## config.mk

```make
export PLATFORM = sky130hd
export DESIGN_NAME = core_data_arbiter
export DESIGN_NICKNAME = d
export VERILOG_FILES = /design/src/rtl/core_arb_pkg.sv /design/src/rtl/core_arb_id_fifo.sv /design/src/rtl/core_data_arbiter.sv
export SDC_FILE = /design/constraint.sdc
export NUM_CORES = 1
export LEC_CHECK = 0
export BUFFER_PORTS_ARGS = -buffer_cell sky130_fd_sc_hd__buf_4
export CORE_AREA = 3 3 120 122
export CTS_CLUSTER_DIAMETER = 100
export CTS_CLUSTER_SIZE = 14
export DETAILED_ROUTE_END_ITERATION = 12
export DIE_AREA = 0 0 123 125
export PLACE_DENSITY = 0.48
export SETUP_SLACK_MARGIN = 0.3
export SYNTH_ARGS = -nofsm -noshare
export SYNTH_HDL_FRONTEND = slang
export SYNTH_SLANG_ARGS = --single-unit
```

## constraint.sdc

```tcl
create_clock -name clk_i -period 2.2 [get_ports clk_i]
set_clock_uncertainty 0.2 [all_clocks]
set_input_delay 0.22 -clock clk_i [delete_from_list [all_inputs] [get_ports clk_i]]
set_output_delay 0.22 -clock clk_i [all_outputs]
set_load 0.02 [all_outputs]
```

## src/rtl/core_arb_pkg.sv

```systemverilog
// Shared types for the core data-port arbiter.
// owner_e tags which requester issued a transaction; arb_state_e is the
// arbitration FSM state (free arbitration vs. selection frozen until granted).
package core_arb_pkg;

  typedef enum logic {
    OWNER_CORE = 1'b0,
    OWNER_AUX  = 1'b1
  } owner_e;

  typedef enum logic {
    ARB_IDLE,
    ARB_LOCKED
  } arb_state_e;

endpackage

```

## src/rtl/core_arb_id_fifo.sv

```systemverilog
// Owner FIFO: remembers, in issue order, which requester owns each in-flight transaction.
// Latency: head is combinational from storage; push/pop take effect at the next edge.
// Backpressure: push ignored when full, pop ignored when empty; same-cycle push+pop safe.
// Ports: clk/rst, push+din, pop, dout (head entry), count, full, empty.
module core_arb_id_fifo #(
  parameter int DEPTH = 2,
  parameter int WIDTH = 1
) (
  input  logic                     clk,
  input  logic                     rst,
  input  logic                     push,
  input  logic [WIDTH-1:0]         din,
  input  logic                     pop,
  output logic [WIDTH-1:0]         dout,
  output logic [$clog2(DEPTH):0]   count,
  output logic                     full,
  output logic                     empty
);

  localparam int PTR_W = (DEPTH > 1) ? $clog2(DEPTH) : 1;
  localparam int CNT_W = $clog2(DEPTH) + 1;
  localparam logic [PTR_W-1:0] LAST = PTR_W'(DEPTH - 1);

  logic [WIDTH-1:0] mem [DEPTH];
  logic [PTR_W-1:0] wr_ptr;
  logic [PTR_W-1:0] rd_ptr;
  logic             do_push;
  logic             do_pop;

  assign full    = (count == CNT_W'(DEPTH));
  assign empty   = (count == '0);
  assign do_push = push & ~full;
  assign do_pop  = pop & ~empty;
  assign dout    = mem[rd_ptr];

  // Explicit wrap keeps DEPTH=1 correct, where the pointer bit would otherwise toggle.
  function automatic logic [PTR_W-1:0] ptr_inc(input logic [PTR_W-1:0] p);
    return (p == LAST) ? '0 : p + 1'b1;
  endfunction

  always_ff @(posedge clk or posedge rst) begin
    if (rst) begin
      wr_ptr <= '0;
      rd_ptr <= '0;
      count  <= '0;
    end else begin
      if (do_push) wr_ptr <= ptr_inc(wr_ptr);
      if (do_pop)  rd_ptr <= ptr_inc(rd_ptr);
      case ({do_push, do_pop})
        2'b10:   count <= count + 1'b1;
        2'b01:   count <= count - 1'b1;
        default: count <= count;
      endcase
    end
  end

  // Storage needs no reset: entries are only read once written.
  always_ff @(posedge clk) begin
    if (do_push) mem[wr_ptr] <= din;
  end

endmodule

```

## src/rtl/core_data_arbiter.sv

```systemverilog
// Round-robin arbiter sharing the bridge data port between core LSU (port 0) and aux (port 1).
// Latency: zero-cycle request/grant and rvalid/rdata paths; owner FIFO updates at the edge.
// Backpressure: a stalled request freezes selection until granted; no requests while MAX_OUTSTANDING are in flight.
// Ports: m0_*/m1_* requester side, s_* bridge side, err_o flags a response with nothing outstanding.
module core_data_arbiter
  import core_arb_pkg::*;
#(
  parameter int ADDR_WIDTH      = 32,
  parameter int MAX_OUTSTANDING = 2
) (
  input  logic                  clk_i,
  input  logic                  rst_i,
  input  logic                  m0_req_i,
  output logic                  m0_gnt_o,
  output logic                  m0_rvalid_o,
  input  logic [ADDR_WIDTH-1:0] m0_addr_i,
  input  logic                  m0_we_i,
  input  logic [3:0]            m0_be_i,
  input  logic [31:0]           m0_wdata_i,
  output logic [31:0]           m0_rdata_o,
  input  logic                  m1_req_i,
  output logic                  m1_gnt_o,
  output logic                  m1_rvalid_o,
  input  logic [ADDR_WIDTH-1:0] m1_addr_i,
  input  logic                  m1_we_i,
  input  logic [3:0]            m1_be_i,
  input  logic [31:0]           m1_wdata_i,
  output logic [31:0]           m1_rdata_o,
  output logic                  s_req_o,
  input  logic                  s_gnt_i,
  input  logic                  s_rvalid_i,
  output logic [ADDR_WIDTH-1:0] s_addr_o,
  output logic                  s_we_o,
  output logic [3:0]            s_be_o,
  output logic [31:0]           s_wdata_o,
  input  logic [31:0]           s_rdata_i,
  output logic                  err_o
);

  localparam int CNT_W = $clog2(MAX_OUTSTANDING) + 1;

  arb_state_e        state_q, state_d;
  owner_e            lock_owner_q, lock_owner_d;
  owner_e            rr_ptr_q;
  owner_e            sel;
  logic              sel_req;
  logic              req_int;
  logic              grant;
  logic              pop;
  logic              full;
  logic              empty;
  logic [0:0]        head;
  logic [CNT_W-1:0]  count;
  logic              count_unused;

  // Selection: frozen while locked, otherwise lone requester or round-robin tie-break.
  always_comb begin
    sel = OWNER_CORE;
    if (state_q == ARB_LOCKED)       sel = lock_owner_q;
    else if (m0_req_i && m1_req_i)   sel = rr_ptr_q;
    else if (m1_req_i)               sel = OWNER_AUX;
  end

  assign sel_req = (sel == OWNER_AUX) ? m1_req_i : m0_req_i;
  assign req_int = sel_req & ~full;
  assign grant   = req_int & s_gnt_i & ~rst_i;
  assign pop     = s_rvalid_i & ~empty;

  always_comb begin
    state_d      = state_q;
    lock_owner_d = lock_owner_q;
    case (state_q)
      ARB_IDLE: begin
        if (req_int && !s_gnt_i) begin
          state_d      = ARB_LOCKED;
          lock_owner_d = sel;
        end
      end
      ARB_LOCKED: begin
        if (grant) state_d = ARB_IDLE;
      end
      default: state_d = ARB_IDLE;
    endcase
  end

  always_ff @(posedge clk_i or posedge rst_i) begin
    if (rst_i) begin
      state_q      <= ARB_IDLE;
      lock_owner_q <= OWNER_CORE;
      rr_ptr_q     <= OWNER_CORE;
    end else begin
      state_q      <= state_d;
      lock_owner_q <= lock_owner_d;
      if (grant) rr_ptr_q <= owner_e'(~sel);
    end
  end

  core_arb_id_fifo #(
    .DEPTH (MAX_OUTSTANDING),
    .WIDTH (1)
  ) u_id_fifo (
    .clk   (clk_i),
    .rst   (rst_i),
    .push  (grant),
    .din   (sel),
    .pop   (pop),
    .dout  (head),
    .count (count),
    .full  (full),
    .empty (empty)
  );

  // Occupancy is tracked through full/empty; the raw count is not needed here.
  assign count_unused = ^count;

  // Every output is forced low while reset is held, including the pass-through paths.
  assign s_req_o     = req_int & ~rst_i;
  assign s_addr_o    = rst_i ? '0 : ((sel == OWNER_AUX) ? m1_addr_i  : m0_addr_i);
  assign s_we_o      = rst_i ? '0 : ((sel == OWNER_AUX) ? m1_we_i    : m0_we_i);
  assign s_be_o      = rst_i ? '0 : ((sel == OWNER_AUX) ? m1_be_i    : m0_be_i);
  assign s_wdata_o   = rst_i ? '0 : ((sel == OWNER_AUX) ? m1_wdata_i : m0_wdata_i);

  assign m0_gnt_o    = grant & (sel == OWNER_CORE);
  assign m1_gnt_o    = grant & (sel == OWNER_AUX);

  assign m0_rvalid_o = pop & ~rst_i & (head == 1'b0);
  assign m1_rvalid_o = pop & ~rst_i & (head == 1'b1);
  assign m0_rdata_o  = rst_i ? '0 : s_rdata_i;
  assign m1_rdata_o  = rst_i ? '0 : s_rdata_i;

  // A response with nothing outstanding is dropped and flagged.
  assign err_o       = s_rvalid_i & empty & ~rst_i;

endmodule

```

==> flow_summary.json <==
{
  "fin_crit_ns": 2.22,
  "p_leak_nw": 2.74,
  "wirelength_met1_mm": 5.28,
  "r2r_cells": 6,
  "synth_top_flop_cell": "dfrtp_1",
  "wl_per_cell_um": 17.3,
  "post-route-period-util": 1.01,
  "remaining_drc_errors": 0,
  "synth_area_um2": 1920,
  "final_max_slew_viol_count": 0,
  "start_util": 0.144,
  "slowest_delay_ns": 0.43,
  "synth-warning-count": 0,
  "fillers": 1353,
  "critPathSlowestCell": "dfrtp_2",
  "top_layer_used": "met4",
  "start_kind": "register",
  "p_total_w": 0.00621,
  "synth-seq-cells": 9,
  "coreArea_um2": 13300,
  "cap_violations": 0,
  "worst_slack_ns": -0.0214,
  "syn_nets": 522,
  "grt_usage": 0.157,
  "cts_num_sinks": 9,
  "setup_viol": 7,
  "die_width_um": 123,
  "drive_gt1_frac": 0.658,
  "num_rows": 42,
  "h-tree-depth": 1,
  "numCtsBuffers": 3,
  "path_buf_inv": 4,
  "crit_cells": 8,
  "cp.required_ns": 1.78,
  "async_flop_share": 0.778,
  "port_buffers": 314,
  "vias_per_cell": 4.20,
  "critPathCaptureType": "output port",
  "insertion_delay_ns": 0.24,
  "ant_nets": 0,
  "crit_chain": "and2_4 -> a21oi_4 -> buf_4 -> buf_12 -> buf_16 -> nand2_1 -> a21oi_2 -> buf_6",
  "ys_seq_area_frac": 0.123,
  "syn_avg_cell_area_um2": 5.56,
  "vdd.ir_drop.worst_uv": 540,
  "yosysMostFrequentCell": "nand2_1",
  "hp-class": "in2reg",
  "overflow": 0,
  "path_max_fanout": 8,
  "drt_iter0_markers": 101,
  "outcome": "finished, violations left",
  "finalHoldViolCount": 0,
  "wl_met3_mm": 1.02,
  "nets": 815,
  "register_area_um2": 236,
  "cp.arrival_ns": 1.80,
  "area_delta_synth_final_pct": 178,
  "yosys.area.top_type": "nand2_1",
  "clockBufferDepth": 2,
  "diodes": 0,
  "max_clock_freq_mhz": 450,
  "fp.dieH_um": 125,
  "syn_inst": 345,
  "totalNegativeSetupSlack_ns": -0.0779,
  "antenna_found_initial": 0,
  "ys_types": 29,
  "die_area_um2": 15400,
  "post-place-ws_ns": 0.0858,
  "grt_pass1_wl_mm": 19.0,
  "grt_pass1_vias": 3418,
  "criticalPathCategory": "reg2out",
  "vias": 3412,
  "path_clk_slew_ns": 0.04,
  "synth-edff-count": 2,
  "dr.pass1.iters": 4,
  "grt_max_degree": 55,
  "hold_path_depth": 3,
  "cts_tree": "built",
  "rsz0062_at_grt": "true",
  "gp_congestion": 0.797,
  "cts_root_buffer": "clkbuf_16",
  "ios": 315,
  "multi_input_comb_area_um2": 1660,
  "drt-total-wl_mm": 14.0,
  "crit_family": "buffers and inverters",
  "worstMarginPinSlew_ns": 0.754,
  "route.met2.wl_mm": 7.65,
  "relSlewSlack": 0.497,
  "violations": "setup timing",
  "synth_common_cells": "nand2_1 (140), a21oi_1 (70), buf_4 (34)",
  "powerDensity_nw_per_um2": 1160,
  "dp_hpwl_mm": 9.41,
  "synthTopCellsByArea": "nand2_1 (27%), a21oi_1 (18%), buf_4 (13%)",
  "synth_top_area_share": 0.274
}
-- routing by layer --
layer / vias up / track usage
li1: 1667 / -
met4: 0 / 0.0176
met3: 7 / 0.0221
met2: 146 / 0.312
met1: 1592 / 0.180
met5: - / 0
-- placed cells by master, fill, tap and decap left out, types with 2 or more instances in the layout --
cell type / synthesis / final
inv_1: 5 / 5
nor2b_1: 33 / 33
edfxtp_1: 2 / 2
a21oi_1: 70 / 35
dfrtp_1: 7 / 6
buf_12: 0 / 7
nor3_1: 2 / 2
nor2_1: 4 / 3
nand2_2: 0 / 8
mux2i_1: 2 / 2
nand2_4: 0 / 19
buf_4: 34 / 290
buf_6: 0 / 32
a21oi_2: 0 / 30
and3_1: 3 / 2
clkbuf_16: 0 / 6
buf_16: 0 / 12
nand2_1: 140 / 113
xnor2_1: 4 / 4
a21oi_4: 1 / 6
-- where the power goes --
group          switching, W  internal [W]
combinational       0.00276       0.00280
sequential        0.0000726      0.000257
clock             0.0000791      0.000242
-- registers in the layout, summed over array words and instances, names as in the netlist --
signal            count
u_id_fifo.count       2
u_id_fifo.mem         2
lock_owner_q          1
rr_ptr_q              1
state_q               1
u_id_fifo.rd_ptr      1
u_id_fifo.wr_ptr      1
-- worst min-delay path, stage by stage --
cell and delay, ns:
buf_4 0.12, nand2_1 0.05, mux2i_1 0.06
-- repair_timing --
action / in CTS / in global routing
hold endpoints to repair: 7 / 0
gates cloned: 11 / 3
setup endpoints to repair: 74 / 75
pin swaps: 11 / 28
hold buffers: 1 / 0
resized for setup: 61 / 87
setup buffers: 10 / 0
-- area by class of cell --
type / count / area share
flip-flops and latches: 9 / 0.0444
repair buffers: 345 / 0.580
inverters: 6 / 0.00728
multi-input cells: 273 / 0.312
clock buffers: 4 / 0.0148
well taps: 176 / 0.0413
-- stage by stage --
stage | cells | area [um2] | hold WS (ns) | util
final | 813 | 5330 | 0.0633 | 0.401
after floorplan | 345 | 1920 | 0.0313 | -
after CTS | 810 | 4920 | 0.0611 | 0.370
after detailed placement | 784 | 4210 | 0.105 | 0.317
after global routing | 813 | 5330 | 0.0625 | 0.401
after global placement | 784 | 4210 | 0.101 | 0.317
-- final timing paths --
| path | start | endpoint | slack (ns) |
|---|---|---|---|
| worst max register to register | state_q | u_id_fifo.count[1] | 0.22 |
| min in group asynchronous | rst_i | lock_owner_q | 0.43 |
| worst min-delay path | m1_req_i | lock_owner_q | 0.06 |
| worst max-delay path | state_q | s_addr_o[27] | -0.02 |
| worst min register to register | u_id_fifo.rd_ptr | u_id_fifo.rd_ptr | 0.29 |
| max in group asynchronous | rst_i | state_q | 1.09 |
-- logic make-up after synthesis --
family	after synthesis	synth area share
buffers and inverters	63	0.198
AOI/OAI and AO/OA	73	0.198
xor gates and xnor gates	5	0.0228
adders and majority gates	1	0.00652
muxes	2	0.0104
DFF	9	0.123
and+or+nand+nor	192	0.442
Note: power is estimated with default switching activity, not from simulation.
